$ cat src/rtl/itlb_ptw.sv
`default_nettype none
// ============================================================================
//  Module      : itlb_ptw
//  Description : Sv32 page-table walker for TLB misses; one or two PTE reads,
//                leaf/permission/A-D checks, returns leaf PTE or page fault.
//  Revision    : 1.0 - initial release
// ============================================================================
module itlb_ptw #(
   parameter int MXLEN = 32,
   parameter int PA_W  = 34
) (
   input  logic             clk_i,
   input  logic             rst_i,
   input  logic [MXLEN-1:0] satp_i,
   input  logic             flush_i,
   input  logic             req_valid_i,
   output logic             req_ready_o,
   input  logic [19:0]      req_vpn_i,
   input  logic [1:0]       req_acc_i,
   output logic             mem_req_valid_o,
   input  logic             mem_req_ready_i,
   output logic [PA_W-1:0]  mem_req_addr_o,
   input  logic             mem_rsp_valid_i,
   input  logic [MXLEN-1:0] mem_rsp_data_i,
   output logic             rsp_valid_o,
   input  logic             rsp_ready_i,
   output logic [MXLEN-1:0] rsp_pte_o,
   output logic             rsp_level_o,
   output logic             rsp_fault_o
);

   typedef enum logic [2:0] {
      S_IDLE    = 3'd0,
      S_L1_REQ  = 3'd1,
      S_L1_WAIT = 3'd2,
      S_L0_REQ  = 3'd3,
      S_L0_WAIT = 3'd4,
      S_DONE    = 3'd5
   } state_t;

   state_t           r_state, w_state_nxt;
   logic [19:0]      r_vpn;
   logic [1:0]       r_acc;
   logic [21:0]      r_root_ppn;
   logic [MXLEN-1:0] r_pte, w_pte_nxt;
   logic             r_level, w_level_nxt;
   logic             r_fault, w_fault_nxt;
   logic             r_drop, w_drop_nxt;

   logic             w_accept;
   logic [PA_W-1:0]  w_addr_l1, w_addr_l0;
   logic             w_v, w_r, w_w, w_x, w_a, w_d;
   logic             w_lvl, w_invalid, w_nonleaf, w_misalign, w_perm_ok, w_leaf_ok;
   logic             w_unused;

   assign w_unused = ^{satp_i[30:22]};
   assign w_accept = (r_state == S_IDLE) && req_valid_i;

   assign w_addr_l1 = PA_W'({r_root_ppn, 12'b0}) + PA_W'({r_vpn[19:10], 2'b00});
   assign w_addr_l0 = PA_W'({r_pte[31:10], 12'b0}) + PA_W'({r_vpn[9:0], 2'b00});

   assign w_v = mem_rsp_data_i[0];
   assign w_r = mem_rsp_data_i[1];
   assign w_w = mem_rsp_data_i[2];
   assign w_x = mem_rsp_data_i[3];
   assign w_a = mem_rsp_data_i[6];
   assign w_d = mem_rsp_data_i[7];

   assign w_lvl      = (r_state == S_L1_WAIT);
   assign w_invalid  = !w_v || (!w_r && w_w);
   assign w_nonleaf  = !w_r && !w_x;
   // A level-1 leaf must map a 4 MiB-aligned frame, so PPN[0] has to be zero.
   assign w_misalign = w_lvl && (mem_rsp_data_i[19:10] != 10'd0);
   assign w_perm_ok  = (r_acc == 2'b00) ? w_r : (r_acc == 2'b01) ? w_w : w_x;
   assign w_leaf_ok  = w_perm_ok && w_a && !((r_acc == 2'b01) && !w_d) && !w_misalign;

   always_comb begin
      w_state_nxt = r_state;
      w_pte_nxt   = r_pte;
      w_level_nxt = r_level;
      w_fault_nxt = r_fault;
      w_drop_nxt  = r_drop;
      case (r_state)
         S_IDLE: begin
            if (req_valid_i && !flush_i) begin
               w_drop_nxt = 1'b0;
               if (!satp_i[31]) begin
                  w_state_nxt = S_DONE;
                  w_pte_nxt   = '0;
                  w_level_nxt = 1'b1;
                  w_fault_nxt = 1'b1;
               end else begin
                  w_state_nxt = S_L1_REQ;
               end
            end
         end
         S_L1_REQ, S_L0_REQ: begin
            if (flush_i) begin
               w_state_nxt = S_IDLE;
            end else if (mem_req_ready_i) begin
               w_state_nxt = (r_state == S_L1_REQ) ? S_L1_WAIT : S_L0_WAIT;
            end
         end
         S_L1_WAIT, S_L0_WAIT: begin
            if (mem_rsp_valid_i) begin
               if (r_drop || flush_i) begin
                  w_state_nxt = S_IDLE;
                  w_drop_nxt  = 1'b0;
               end else if (w_invalid || (w_nonleaf && !w_lvl) || (!w_nonleaf && !w_leaf_ok)) begin
                  w_state_nxt = S_DONE;
                  w_pte_nxt   = '0;
                  w_level_nxt = w_lvl;
                  w_fault_nxt = 1'b1;
               end else if (w_nonleaf) begin
                  w_state_nxt = S_L0_REQ;
                  w_pte_nxt   = mem_rsp_data_i;
               end else begin
                  w_state_nxt = S_DONE;
                  w_pte_nxt   = mem_rsp_data_i;
                  w_level_nxt = w_lvl;
                  w_fault_nxt = 1'b0;
               end
            end else if (flush_i) begin
               // The response is still owed by memory; wait for it, then discard.
               w_drop_nxt = 1'b1;
            end
         end
         S_DONE: begin
            if (flush_i || rsp_ready_i) begin
               w_state_nxt = S_IDLE;
            end
         end
         default: w_state_nxt = S_IDLE;
      endcase
   end

   always_ff @(posedge clk_i or posedge rst_i) begin
      if (rst_i) begin
         r_state    <= S_IDLE;
         r_vpn      <= '0;
         r_acc      <= '0;
         r_root_ppn <= '0;
         r_pte      <= '0;
         r_level    <= 1'b0;
         r_fault    <= 1'b0;
         r_drop     <= 1'b0;
      end else begin
         r_state <= w_state_nxt;
         r_pte   <= w_pte_nxt;
         r_level <= w_level_nxt;
         r_fault <= w_fault_nxt;
         r_drop  <= w_drop_nxt;
         if (w_accept) begin
            r_vpn      <= req_vpn_i;
            r_acc      <= req_acc_i;
            r_root_ppn <= satp_i[21:0];
         end
      end
   end

   assign req_ready_o     = (r_state == S_IDLE) && !rst_i;
   assign mem_req_valid_o = (r_state == S_L1_REQ) || (r_state == S_L0_REQ);
   assign mem_req_addr_o  = (r_state == S_L1_REQ) ? w_addr_l1 :
                            (r_state == S_L0_REQ) ? w_addr_l0 : '0;
   assign rsp_valid_o     = (r_state == S_DONE);
   assign rsp_pte_o       = (r_state == S_DONE) ? r_pte : '0;
   assign rsp_level_o     = (r_state == S_DONE) && r_level;
   assign rsp_fault_o     = (r_state == S_DONE) && r_fault;

endmodule
`default_nettype wire
$ cat config.mk
export PLATFORM = sky130hd
export DESIGN_NAME = itlb_ptw
export DESIGN_NICKNAME = d
export VERILOG_FILES = /design/src/rtl/itlb_ptw.sv
export SDC_FILE = /design/constraint.sdc
export NUM_CORES = 1
export LEC_CHECK = 0
export CAP_MARGIN = 30
export CELL_PAD_IN_SITES_DETAIL_PLACEMENT = 0
export CELL_PAD_IN_SITES_GLOBAL_PLACEMENT = 1
export CORE_AREA = 2 2 119 121
export DETAILED_ROUTE_END_ITERATION = 12
export DIE_AREA = 0 0 121 123
export PLACE_DENSITY = 0.8
export SLEW_MARGIN = 20
export SYNTH_ARGS = -nofsm -noshare
export SYNTH_HDL_FRONTEND = slang
export SYNTH_SLANG_ARGS = --single-unit
$ cat constraint.sdc
create_clock -name clk_i -period 2.88 [get_ports clk_i]
set_input_delay 0.72 -clock clk_i [delete_from_list [all_inputs] [get_ports clk_i]]
set_output_delay 0.72 -clock clk_i [all_outputs]
set_load 0.1 [all_outputs]
* Word level (Yosys, flattened, before mapping)
Index checks and enable logic that the tools add are counted.
** Cells by class
- Div/mod/pow operators :: 0
- Reduce and logical (&&, ||, !) cells :: 41
- Shift operators :: 0
- $mul :: 0
- Mux-type cells :: 39
- Order comparisons :: 0
- Eq/ne operators :: 15
- Add/sub/neg operators :: 2
- Bitwise operators :: 0
** Operators by type and width (count)
- $mux W32 :: 6
- $add A34 B12 Y34 :: 2
- $mux W34 :: 2
- $pmux W32 S2 :: 1
- $mux W3 :: 10
- $mux W1 :: 16
- $logic_and A1 B1 Y1 :: 14
- $ne A3 B3 Y1 const B :: 4
- $pmux W3 S4 :: 1
- $logic_not A1 Y1 :: 11
- $reduce_bool A10 Y1 :: 1
- $reduce_and A4 Y1 :: 2
- $eq A3 B2 Y1 const B :: 2
- $eq A3 B3 Y1 const B :: 2
- $logic_or A1 B1 Y1 :: 6
- $ne A2 B2 Y1 const B :: 3
- $pmux W1 S2 :: 3
- $reduce_and A6 Y1 :: 1
- $reduce_and A5 Y1 :: 1
- $ne A2 B1 Y1 const B :: 2
- $reduce_or A2 Y1 :: 2
- $eq A3 B1 Y1 const B :: 1
- $logic_not A3 Y1 :: 1
- $eq A2 B1 Y1 const B :: 1
- 2 further kinds :: 2
** Word-level totals
- Latch bits :: 0
- Bits in read-only memories :: 0
- Bits of input ports :: 93
- Flip-flop bits (word level) :: 82
- RAM bits :: 0
- Memories kept :: 0

* Depth between registers and ports, before layout
- Depth in word-level cells :: 13
- Mapped depth :: 7

* Worst setup path after synthesis
Ideal clock, no wire load.
- Path type :: reg-to-output
- From :: reg r_state[1]
- To :: out req_ready_o
- Path slack :: -1710 ps
- Data arrival time :: 3870 ps
- Path buffers :: 3
- Cell stages (with the launch flop) :: 5
- Path through :: dfrtp_1 clkbuf_1 buf_2 buf_2 nor4_1
** Between the ends
- Longest elaborated chain between the ends :: 2
** RTL lines
- from (decl) :: RTL line 41 : state_t r_state, w_state_nxt;
- from (signal assigned) :: RTL line 148 : r_state <= w_state_nxt;
- $logic_not A3 Y1 :: RTL line 161 : assign req_ready_o = (r_state == S_IDLE) && !rst_i;
- $logic_and A1 B1 Y1 :: RTL line 161
- to (decl) :: RTL line 17 : output logic req_ready_o,
Every way passes these cells.

* Worst setup path after layout
- From :: in mem_rsp_data_i[16]
- To :: reg r_pte[20]
** Between the ends
- Longest elaborated chain between the ends :: 11
** RTL lines
- from (decl) :: RTL line 24 : input logic [MXLEN-1:0] mem_rsp_data_i,
- $reduce_bool A10 Y1 :: RTL line 73 : assign w_misalign = w_lvl && (mem_rsp_data_i[19:10] != 10'd0);
- $logic_and A1 B1 Y1 :: RTL line 73
- $logic_not A1 Y1 :: RTL line 75 : assign w_leaf_ok = w_perm_ok && w_a && !((r_acc == 2'b01) && !w_d) && !w_misalign;
- $logic_and A1 B1 Y1 :: RTL line 75
- $logic_not A1 Y1 :: RTL line 109 : end else if (w_invalid || (w_nonleaf && !w_lvl) || (!w_nonleaf && !w_leaf_ok)) begin
- $logic_and A1 B1 Y1 :: RTL line 109
- $logic_or A1 B1 Y1 :: RTL line 109
- $mux W32 :: RTL line 109
- $mux W32 :: RTL line 106 : if (r_drop || flush_i) begin
- $mux W32 :: RTL line 105 : if (mem_rsp_valid_i) begin
- $pmux W32 S2 :: RTL line 83 : case (r_state)
- to (signal assigned) :: RTL line 149 : r_pte <= w_pte_nxt;
- to (decl) :: RTL line 45 : logic [MXLEN-1:0] r_pte, w_pte_nxt;
Every way passes these cells. The select of a mux whose other input is x is not followed.
A chain may end at the register's enable or synchronous reset.

==> impl_metrics.csv <==
group,metric,value,unit
timing,holdWs,0.4694,ns
detailed_routing,wl,11500,µm
global_routing,grtUsageTotal,0.1594,
cells_and_area,final_cell_mix,"83 x clkdlybuf4s50_1, 81 x dfrtp_1, 71 x buf_12, 43 x mux2_2, 32 x mux2i_1",
placed_design,hpwl,8380,µm
setup_path,worst-path-max-fanout,11,
yosys,synth_edf_count,0,
status,status,"complete, no violations",
hold_path,whs_endpoint,"r_pte[0]",
die,die-area,14880,µm²
detailed_routing,drc,0,
global_routing,grt_pass1_wl,18130,µm
detailed_routing,wl_per_cell,16.62,µm
cells_and_area,fill_cells,1190,
cells_and_area,nets,600,
die,initial_core_util,0.2941,
placed_design,place_congestion,0.8135,
cells_and_area,design_area,6977,µm²
pwr,leakagePower,2.875,nW
detailed_routing,drtIter0Drc,134,
yosys,yosysSeqAreaShare,0.5125,
pwr,irDropWorstVdd,0.5651,mV
die,fp.coreArea,13610,µm²
global_routing,grt_max_degree,83,
setup_path,path_class,"in2reg",
clock_network,clk_latency,0.34,ns
pwr,p_per_area,1077,nW/µm²
setup_path,start_kind,"primary input",
timing,fin_crit_sh,0.9384,
clock_network,numCtsBuffers,9,
hold_path,min_path_type,"reg2reg",
clock_network,cts_tree,"built",
detailed_routing,antenna_left,0,
die,die_w,121,µm
yosys,ys.flop_type,"dfrtp_1",
clock_network,h-tree-depth,3,
yosys,async_flop_share,1.000,
global_routing,antenna_found_initial,0,
global_routing,grt_pass1_vias,3449,
cells_and_area,area_growth,74.25,%
setup_path,r2r_slack,0.76,ns
yosys,syn-cell-area,4004,µm²
yosys,synth.distinct_cells,42,
pwr,power,0.007515,W
die,std_cell_rows,43,
cells_and_area,antennaDiodeCount,0,
timing,min_period,2.703,ns
clock_network,post_cts_resized,0,
pwr,switching_share,0.4639,
pwr,clockPowerShare,0.152,
placed_design,port_buffers,152,
die,ios,164,
timing,fmax,370.0,MHz
hold_path,min-delay-start,"r_pte[0]",
timing,fin_skew,0.003679,ns
yosys,syn_avg_cell_area,11.44,µm²
yosys,yosys_warnings,0,
setup_path,worstPathRequired,3.16,ns
die,die_h,123,µm
hold_path,hold_depth,1,
setup_path,slowest_stage,"clkdlybuf4s50_1",
yosys,syn_inst,350,
clock_network,cts_root_buf,"clkbuf_16",
cells_and_area,drive_gt1_frac,0.3848,
detailed_routing,via_per_inst,4.793,
clock_network,ctsHoldBuffers,0,
setup_path,end_kind,"register",
setup_path,crit_buf_inv,3,
cells_and_area,layout_commonest_cell,"clkdlybuf4s50_1",
clock_network,path_clk_slew,0.06,ns
setup_path,path_cells,"clkdlybuf4s50_1 -> nor4_1 -> buf_4 -> a31oi_1 -> o31a_1 -> a2111oi_4 -> buf_4 -> a22o_1",
job,max-cap-violations,0,
pwr,intPower,0.004029,W
setup_path,reg2reg_to,"r_pte[3]",
timing,setup_viol_count_final,0,
setup_path,arrival,2.98,ns
setup_path,r2r-start,"r_state[1]",
timing,finalHoldViolCount,0,
timing,slew_violations,0,
clock_network,cts_setup_buffers,0,
global_routing,gr-total-overflow,0,
pwr,power.switching,0.003486,W
setup_path,reg2reg_depth,6,
detailed_routing,vias,3317,
pwr,power_frac_comb,0.611,
setup_path,crit_path_frequent_cell,"buf_4",
clock_network,cts_sinks,82,
yosys,synth_seq_cells,82,
timing,rsz0062_at_grt,"no",
setup_path,max_stage_delay,0.43,ns
pwr,pwr-share-seq,0.236,
detailed_routing,first_pass_iters,4,
setup_path,path_delay_family,"compound AO/OA/AOI/OAI gates",
clock_network,clockBufferDepth,2,
placed_design,place_area,6680,µm²
[cells in the mapped netlist, types with 2 or more instances]
library cell  count  area share
a21oi_1           2      0.0025
a22o_1           31       0.068
a31oi_1           2      0.0031
and2_1           34       0.053
buf_1             2      0.0019
buf_2             5      0.0062
buf_4             2      0.0037
clkbuf_1         18       0.017
dfrtp_1          82        0.51
inv_1             5      0.0047
mux2_2           43        0.12
mux2i_1          32       0.080
nand2_1           9      0.0084
nor2_1           43       0.040
nor2b_1           3      0.0047
nor4_1            3      0.0047
o21ai_0           8       0.010
or3_1             2      0.0031
[logic make-up after synthesis]
| kind of cell | Yosys count | synth area share |
|---|---|---|
| and+or+nand+nor | 103 | 0.1337 |
| DFF | 82 | 0.5125 |
| muxes | 77 | 0.2075 |
| AOI/OAI and AO/OA | 54 | 0.1097 |
| buffers and inverters | 32 | 0.03344 |
| xor gates and xnor gates | 1 | 0.002188 |
| other | 1 | 0.0009366 |
[layer usage]
layer | part of all wire | track usage | wire length [µm]
met5 | 0 | 0 | 0
met2 | 0.49 | 0.2626 | 5640
met3 | 0.077 | 0.05766 | 891
met4 | 0.0057 | 0.04651 | 66
met1 | 0.43 | 0.1965 | 4902
[through the flow]
step                        util  instances  setup slack (ns)  setup TNS (ns)
final                     0.5125        692            0.1775               0
after global routing      0.5125        692            0.1003               0
after CTS                 0.5125        692            0.1775               0
after detailed placement  0.4908        676           -0.1775          -4.372
after global placement    0.4908        676           -0.1568          -4.046
after floorplan                -        351          -0.06867         -0.2060
[area by class of cell]
type | count | area, µm² | area share
clock buffer | 11 | 242.7 | 0.03479
clock inverter | 5 | 53.80 | 0.007712
inverter | 5 | 20.02 | 0.002869
multi-input combinational | 237 | 1994 | 0.2859
sequential | 82 | 2053 | 0.2943
tap | 180 | 225.2 | 0.03228
timing repair buffer | 172 | 2387 | 0.3422
[worst reg2reg max path: stages, from the launching register on]
cell	delay [ns]
dfrtp_2	0.44
buf_4	0.23
nor4b_2	0.39
a32oi_2	0.21
buf_4	0.25
nor3_1	0.36
a22o_1	0.19
[sequential cells by signal, summed over array words and instances (netlist names)]
name	cells
r_vpn	20
r_pte	32
r_state	3
r_root_ppn	22
r_drop	1
r_fault	1
r_level	1
r_acc	2
[power by group through the flow]
stage          logic (W)  registers [W]  clock network [W]
4_1_cts          0.00465        0.00178            0.00118
3_3_place_gp     0.00458        0.00178                  0
3_5_place_dp     0.00464        0.00180                  0
5_1_grt          0.00480        0.00183            0.00123
2_1_floorplan    0.00313        0.00173                  0
6_report         0.00460        0.00178            0.00114
[how the worst max path moves through the flow]
stage | from | endpoint | slack (ns) | cells after the start
floorplan | r_state[1] | mem_req_addr_o[2] | -0.07 | 4
global placement | mem_rsp_data_i[16] | r_pte[18] | -0.16 | 8
detailed placement | mem_rsp_data_i[16] | r_pte[20] | -0.18 | 8
CTS | mem_rsp_data_i[16] | r_pte[20] | 0.18 | 8
global route | mem_rsp_data_i[16] | r_pte[20] | 0.10 | 8
finish | mem_rsp_data_i[16] | r_pte[20] | 0.18 | 8
(Power assumes the default switching activity.)
